## config.mk

```make
export PLATFORM = sky130hd
export DESIGN_NAME = simon_round_sequencer
export DESIGN_NICKNAME = d
export VERILOG_FILES = /design/src/rtl/simon_round_sequencer.sv
export SDC_FILE = /design/constraint.sdc
export NUM_CORES = 1
export LEC_CHECK = 0
export ABC_AREA = 1
export ABC_CLOCK_PERIOD_IN_PS = 5600
export CAP_MARGIN = 20
export CORE_MARGIN = 2
export CORE_UTILIZATION = 42
export DETAILED_ROUTE_END_ITERATION = 8
export PLACE_DENSITY = 0.66
export SYNTH_ARGS = -nofsm -noshare
export SYNTH_HDL_FRONTEND = slang
export SYNTH_SLANG_ARGS = --single-unit
```

## constraint.sdc

```tcl
create_clock -name i_clk -period 5.6 [get_ports i_clk]
set_input_delay 1.4 -clock i_clk [delete_from_list [all_inputs] [get_ports i_clk]]
set_output_delay 1.4 -clock i_clk [all_outputs]
set_load 0.005 [all_outputs]
```

## src/rtl/simon_round_sequencer.sv

```systemverilog
// Simon round sequencer: builds the random colour sequence, plays it back, checks player input.
// Latency: start -> APPEND next cycle -> first LED two cycles after start; press -> echo LED next cycle.
// Backpressure: none; inputs are single-cycle pulses, presses outside WAIT_IN are ignored.
module simon_round_sequencer #(
  parameter int unsigned MAX_LEN = 32,
  parameter int unsigned ON_SLOW = 100_000_000,
  parameter int unsigned ON_FAST = 40_000_000,
  parameter int unsigned GAP     = 20_000_000,
  parameter int unsigned TIMEOUT = 1_000_000_000
) (
  input  logic        i_clk,
  input  logic        i_rst,
  input  logic        i_start,
  input  logic        i_speed,
  input  logic [1:0]  i_difficulty,
  input  logic [15:0] i_seed,
  input  logic [3:0]  i_play_button,
  output logic [3:0]  o_led_color,
  output logic        o_busy,
  output logic [5:0]  o_score,
  output logic        o_win,
  output logic        o_lose
);

  localparam int unsigned AW        = (MAX_LEN > 1) ? $clog2(MAX_LEN) : 1;
  localparam logic [15:0] LFSR_INIT = 16'hACE1;
  localparam logic [15:0] LFSR_TAPS = 16'hB400;
  localparam logic [31:0] GAP_LAST  = 32'(GAP - 1);
  localparam logic [31:0] TO_LAST   = 32'(TIMEOUT - 1);

  typedef enum logic [2:0] {
    S_IDLE,
    S_APPEND,
    S_PLAY_ON,
    S_PLAY_GAP,
    S_WAIT_IN,
    S_ECHO,
    S_WIN,
    S_LOSE
  } state_t;

  state_t      state_q;
  logic [15:0] lfsr_q;
  logic [5:0]  len_q;
  logic [5:0]  idx_q;
  logic [5:0]  target_q;
  logic        speed_q;
  logic [31:0] cnt_q;
  logic [1:0]  mem_q [MAX_LEN];

  logic [15:0] lfsr_d;
  logic [5:0]  idx_d;
  logic [1:0]  cur_col;
  logic [1:0]  nxt_col;
  logic [1:0]  first_col;
  logic [31:0] on_last;
  logic [3:0]  exp_btn;

  function automatic logic [3:0] onehot(input logic [1:0] c);
    return 4'b0001 << c;
  endfunction

  function automatic logic [5:0] target_of(input logic [1:0] d);
    case (d)
      2'd0:    return 6'd8;
      2'd1:    return 6'd16;
      default: return 6'd32;
    endcase
  endfunction

  // Next LFSR value, neighbouring sequence entries and current phase limits.
  always_comb begin
    lfsr_d    = {1'b0, lfsr_q[15:1]} ^ (lfsr_q[0] ? LFSR_TAPS : 16'h0000);
    idx_d     = idx_q + 6'd1;
    cur_col   = mem_q[idx_q[AW-1:0]];
    nxt_col   = mem_q[idx_d[AW-1:0]];
    // In the very first APPEND entry 0 is being written this cycle, so bypass it.
    first_col = (len_q == 6'd0) ? lfsr_d[1:0] : mem_q[0];
    on_last   = speed_q ? 32'(ON_FAST - 1) : 32'(ON_SLOW - 1);
    exp_btn   = onehot(cur_col);
  end

  // Sequence memory: one new colour per APPEND, never reset.
  always_ff @(posedge i_clk) begin
    if (state_q == S_APPEND) begin
      mem_q[len_q[AW-1:0]] <= lfsr_d[1:0];
    end
  end

  // Game FSM with registered LED / status outputs.
  always_ff @(posedge i_clk) begin
    if (i_rst) begin
      state_q     <= S_IDLE;
      lfsr_q      <= LFSR_INIT;
      len_q       <= '0;
      idx_q       <= '0;
      target_q    <= '0;
      speed_q     <= 1'b0;
      cnt_q       <= '0;
      o_led_color <= '0;
      o_busy      <= 1'b0;
      o_score     <= '0;
      o_win       <= 1'b0;
      o_lose      <= 1'b0;
    end else begin
      case (state_q)
        S_IDLE, S_WIN, S_LOSE: begin
          if (i_start) begin
            speed_q     <= i_speed;
            target_q    <= target_of(i_difficulty);
            lfsr_q      <= (i_seed == 16'h0000) ? LFSR_INIT : i_seed;
            len_q       <= '0;
            idx_q       <= '0;
            cnt_q       <= '0;
            o_score     <= '0;
            o_win       <= 1'b0;
            o_lose      <= 1'b0;
            o_busy      <= 1'b1;
            o_led_color <= '0;
            state_q     <= S_APPEND;
          end
        end

        S_APPEND: begin
          lfsr_q      <= lfsr_d;
          len_q       <= len_q + 6'd1;
          idx_q       <= '0;
          cnt_q       <= '0;
          o_led_color <= onehot(first_col);
          state_q     <= S_PLAY_ON;
        end

        S_PLAY_ON: begin
          if (cnt_q == on_last) begin
            cnt_q       <= '0;
            o_led_color <= '0;
            state_q     <= S_PLAY_GAP;
          end else begin
            cnt_q <= cnt_q + 32'd1;
          end
        end

        S_PLAY_GAP: begin
          if (cnt_q == GAP_LAST) begin
            cnt_q <= '0;
            if (idx_d < len_q) begin
              idx_q       <= idx_d;
              o_led_color <= onehot(nxt_col);
              state_q     <= S_PLAY_ON;
            end else begin
              idx_q   <= '0;
              state_q <= S_WAIT_IN;
            end
          end else begin
            cnt_q <= cnt_q + 32'd1;
          end
        end

        S_WAIT_IN: begin
          // A press arriving on the final timeout cycle is still evaluated.
          if (i_play_button != 4'b0000) begin
            cnt_q <= '0;
            if (i_play_button == exp_btn) begin
              o_led_color <= i_play_button;
              state_q     <= S_ECHO;
            end else begin
              o_busy  <= 1'b0;
              o_lose  <= 1'b1;
              state_q <= S_LOSE;
            end
          end else if (cnt_q == TO_LAST) begin
            cnt_q   <= '0;
            o_busy  <= 1'b0;
            o_lose  <= 1'b1;
            state_q <= S_LOSE;
          end else begin
            cnt_q <= cnt_q + 32'd1;
          end
        end

        S_ECHO: begin
          if (cnt_q == GAP_LAST) begin
            cnt_q       <= '0;
            o_led_color <= '0;
            if (idx_d < len_q) begin
              idx_q   <= idx_d;
              state_q <= S_WAIT_IN;
            end else begin
              idx_q   <= '0;
              o_score <= len_q;
              if (len_q == target_q) begin
                o_led_color <= 4'b1111;
                o_win       <= 1'b1;
                o_busy      <= 1'b0;
                state_q     <= S_WIN;
              end else begin
                state_q <= S_APPEND;
              end
            end
          end else begin
            cnt_q <= cnt_q + 32'd1;
          end
        end

        default: begin
          state_q <= S_IDLE;
        end
      endcase
    end
  end

endmodule

```

# Yosys cells after proc, flatten, opt, wreduce, memory -nomap -nowiden

Memory sizes are Yosys's and may differ from the RTL's. A register that Yosys moved wholly into a read port is not among the register bits.
Cells that the tools add are included.

$add $sub $neg: 3
Magnitude comparators: 1
Equality and inequality tests: 25
Shift-type cells: 3
Multiplexer cells: 63
Bitwise operators: 1
Reductions and logical operators: 21

Operators with widths:

| operator              | count |
|---|---|
| $mux 32               | 5 |
| $pmux 32 s5           | 1 |
| $mux 16               | 3 |
| $mux 4                | 9 |
| $pmux 6 s2            | 3 |
| $add 32x1->32 const B | 1 |
| $eq 32x25->1 const B  | 1 |
| $eq 32x27->1          | 1 |
| $eq 32x30->1 const B  | 1 |
| $pmux 16 s2           | 1 |
| $mux 6                | 5 |
| $mux 27               | 1 |
| $mux 3                | 9 |
| $pmux 4 s6            | 1 |
| $ne 2x2->1 const B    | 9 |
| $pmux 3 s6            | 1 |
| $pmux 6 s3            | 1 |
| $logic_not 16->1      | 1 |
| $mux 1                | 16 |
| $xor 15x16->16        | 1 |
| $reduce_and 7->1      | 2 |
| $add 6x1->6 const B   | 2 |
| $eq 3x3->1 const B    | 4 |
| $shl 1x2->4 const A   | 3 |
| 24 further kinds      | 35 |

Flip-flop bits (word level): 83
Bits in writable memories: 64
Input port bits: 26
Output and inout port bits: 13
Logic and storage cells: 130
Memories kept: 1

Memories:

| memory | words | width | rd ports | clocked after memory_dff | write ports | line | text |
|---|---|---|---|---|---|---|---|
| mem_q  | 32    | 2     | 3        | 1                        | 1           | 49   | `logic [1:0] mem_q [MAX_LEN];` |

# Longest topological paths before layout

Word-level depth: 7
Depth in mapped cells: 20
Depth with buffers taken out: 18

# Worst setup path before layout

Ideal clock, no wire load.

Kind: input port to flip-flop
From: in i_play_button[3]
To: reg cnt_q[4]
Setup time: 0.056 ns
Arrival time: 2.559 ns
Required time: 5.544 ns
Setup slack: 2.985 ns
Stages on the path: 8
Buffers on the path: 1
Cell sequence: or2_2 nor2_1 nand3_2 nand4_4 nand2_2 buf_2 or2_1 inv_1

Word-level cells in the longest chain between the ends: 3

Ends and longest elaborated chain:

| what                   | line | text |
|---|---|---|
| start: declaration     | 17   | `input logic [3:0] i_play_button,` |
| $reduce_bool 4->1      | 161  | `if (i_play_button != 4'b0000) begin` |
| $mux 32                | 161  |  |
| $pmux 32 s5            | 106  | `case (state_q)` |
| end signal: assignment | 139  | `cnt_q <= cnt_q + 32'd1;` |
| end signal: assignment | 155  | `cnt_q <= cnt_q + 32'd1;` |
| end signal: assignment | 177  | `cnt_q <= cnt_q + 32'd1;` |
| end: declaration       | 48   | `logic [31:0] cnt_q;` |

No other way between the ends.
A chain may end at the register's enable or synchronous reset.

# Worst setup path in the final report

From: in i_play_button[3]
To: reg cnt_q[28]

Same word-level chain as after synthesis.

==> results.json <==
{
  "p_sw_share_pct": 38.34,
  "cp-start-kind": "primary input",
  "syn_to_final_growth_pct": 14.51,
  "pin_count": 39,
  "yosysTopAreaCell": "edfxtp_1",
  "die-area_sq_um": 20620,
  "wire_per_inst_microns": 15.48,
  "num_rows": 51,
  "synthArstFlopShare_pct": 0,
  "gr-total-overflow": 0,
  "start_util_pct": 42.48,
  "synthTopCellsByCount": "220 x nand2_1, 153 x nor2_1, 123 x nand3_1",
  "drive_gt1_share_pct": 7.885,
  "synth_compound_area_share_pct": 11.13,
  "p_comb_share_pct": 34.6,
  "vdd_drop_max_mv": 0.2636,
  "nets": 1140,
  "path_class": "in -> reg",
  "vias": 7383,
  "synthXorXnorAreaFrac_pct": 2.660,
  "yosysTopAreaCellShare_pct": 23.48,
  "clk_pin_slew_ns": 0.06,
  "leakagePower_nw": 3.671,
  "grt_max_degree": 38,
  "clockBufferDepth": 2,
  "syn_inst": 1079,
  "worst_slew_pin_slew_ns": 1.038,
  "cpMaxStageDelayCell": "inv_1",
  "syn_nets": 1116,
  "finalSetupViolations": 0,
  "synth_mux_area_share_pct": 0,
  "layout.cells.non_filler": 1381,
  "drc": 0,
  "rsz0062_at_grt": "no",
  "period_needed_ns": 3.447,
  "slew_violations": 0,
  "power_frac_clock_pct": 29.6,
  "synthTopCellsByArea": "edfxtp_1 23%, dfxtp_1 21%, nand2_1 10%, nand3_1 7.5%, nor2_1 7.0%",
  "critical-path-max-stage-delay_ns": 0.56,
  "hold_start": "o_lose",
  "die_y_microns": 143.6,
  "synthAdderAreaFrac_pct": 1.681,
  "ant_nets": 0,
  "crit_buf_inv": 2,
  "rrSetupSlack_ns": 2.25,
  "cts-root-buf": "clkbuf_16",
  "fill_cells": 1900,
  "cap_violations": 0,
  "synth.most_common_cell": "nand2_1",
  "critical-path-top-delay-family": "simple AND/OR/NAND/NOR gates",
  "synth-simple-area-share_pct": 32.21,
  "fmaxAchievable_mhz": 290.1,
  "ctsHoldBuffers": 0,
  "ys_ff_latch": 149,
  "diodes": 0,
  "outcome": "finished, final reports clean",
  "holdPathEnd": "o_lose",
  "synth_edf_count": 64,
  "hpwl_microns": 14920,
  "via_per_inst": 5.346,
  "insertion_delay_ns": 0.43,
  "postCtsSetupBuffers": 0,
  "cts_buffers": 17,
  "crit_cells": 9,
  "synth_cell_type_count": 49,
  "routabilityCongestion": 0.8635,
  "portBuffers": 38,
  "reg2reg_from": "idx_q[0]",
  "die_w_microns": 143.6,
  "htreeDepth": 4,
  "synthesis.area_sq_um": 8185,
  "ys_seq_area_share_pct": 44.27,
  "syn-mean-instance-area_sq_um": 7.586,
  "dp.cells": 1348,
  "p_sw_w": 0.001580,
  "firstDrtPassIters": 8,
  "hold_ws_ns": 0.4523,
  "hold_class": "reg -> reg",
  "wl_microns": 21370,
  "cts_tree": "done",
  "totalNegativeSetupSlack_ns": 0,
  "worstPathCellList": "clkdlybuf4s50_1, or2_2, nor2_1, nand3_2, nand4_4, nand2_2, inv_1, o21ai_0, a21oi_1",
  "yosysWarnings": 0,
  "finalPower_w": 0.004122,
  "drt_iter0_drc": 633,
  "required_ns": 5.95,
  "critPathMaxFanout": 20,
  "synth_top_family_by_area": "simple AND/OR/NAND/NOR gates",
  "cts_sinks": 149,
  "grt_antenna_before_repair": 0,
  "p_seq_share_pct": 35.8,
  "grt_pass1_wl_microns": 34760,
  "slew_headroom_pct": 30.75,
  "period_share_pct": 61.54,
  "fin_skew_ns": 0.01102,
  "cts_resized": 0,
  "p_int_w": 0.002541,
  "core_area_sq_um": 19270,
  "power_density_nw_per_um2": 439.7,
  "grt_usage_pct": 21.56,
  "grt_pass1_vias": 6852,
  "worst-r2r-cell-count": 13,
  "worstSetupEndpointType": "flop",
  "hold_depth": 2,
  "r2r-end": "o_score[0]",
  "synth_ff_type": "dfxtp_1",
  "hold_viol": 0,
  "critPathArrivalTime_ns": 3.80
}
[tightest hold or removal path, delay by kind of cell, from the launching register on]
family | cells | cell delay, ns
AO/OA/AOI/OAI | 1 | 0.05
flip-flops | 1 | 0.31
buffers and inverters | 1 | 0.05
[power by group through the flow]
stage	sequential (W)	combinational (W)	clock [W]
6_report	0.00147	0.00143	0.00122
5_1_grt	0.00149	0.00161	0.00128
4_1_cts	0.00147	0.00140	0.00123
3_5_place_dp	0.00149	0.00139	0
3_3_place_gp	0.00149	0.00138	0
2_1_floorplan	0.00145	0.00102	0
[state kept, by name (all words and copies together) (netlist names), named ones only]
name         cells
cnt_q           32
idx_q            6
len_q            6
lfsr_q          16
mem_q           64
o_busy           1
o_led_color      4
o_lose           1
o_score          6
o_win            1
speed_q          1
state_q          3
target_q         3
[routing by layer]
metal / global-route usage [%] / routed length, microns
met1: 29.10 / 9868
met2: 34.56 / 9850
met3: 4.165 / 1235
met4: 7.740 / 417
met5: 0 / 0
[per-stage QoR]
step	util, %	instance area, sq um	setup slack, ns
2_1_floorplan	-	8185	2.985
3_3_place_gp	45.21	8713	1.803
3_5_place_dp	45.21	8713	1.688
4_1_cts	48.49	9345	2.145
5_1_grt	48.64	9373	1.927
6_report	48.64	9373	2.153
[cell families (layout without fill, tap and decap cells)]
| logic type | after synthesis | after routing |
|---|---|---|
| fa+ha+maj | 11 | 11 |
| buf+inv | 154 | 191 |
| flops | 149 | 149 |
| xor+xnor | 24 | 24 |
| simple gates | 581 | 581 |
| compound gates | 160 | 160 |
[cell usage in the layout, fill, tap and decap left out, types with 10 or more instances in the layout]
master	count
nand2_1	220
nor2_1	153
nand3_1	123
inv_1	102
dfxtp_1	85
o21ai_0	65
edfxtp_1	64
a21oi_1	46
clkdlybuf4s50_1	38
nand4_1	22
o211ai_1	22
xor2_1	18
clkbuf_16	18
nor3_1	15
ha_1	11
inv_2	10
nor2_2	10
[layout make-up]
| type | instances | area, sq um | area share (%) |
|---|---|---|---|
| Multi-Input combinational cell | 776 | 3902 | 41.64 |
| Sequential cell | 149 | 3623 | 38.66 |
| Clock buffer | 19 | 464.2 | 4.953 |
| Timing Repair Buffer | 45 | 452.9 | 4.832 |
| Inverter | 114 | 430.4 | 4.592 |
| Tap cell | 265 | 331.6 | 3.538 |
| Clock inverter | 13 | 167.7 | 1.789 |
[worst max path at each step]
stage	startpoint	to	slack [ns]
after floorplan	i_play_button[3]	cnt_q[4]	2.99
after global placement	i_play_button[3]	cnt_q[28]	1.80
after detailed placement	i_play_button[3]	cnt_q[28]	1.69
after CTS	i_play_button[3]	cnt_q[28]	2.15
after global routing	idx_q[0]	o_score[4]	1.93
final	i_play_button[3]	cnt_q[28]	2.15
Power figures use the tool's default switching activity.
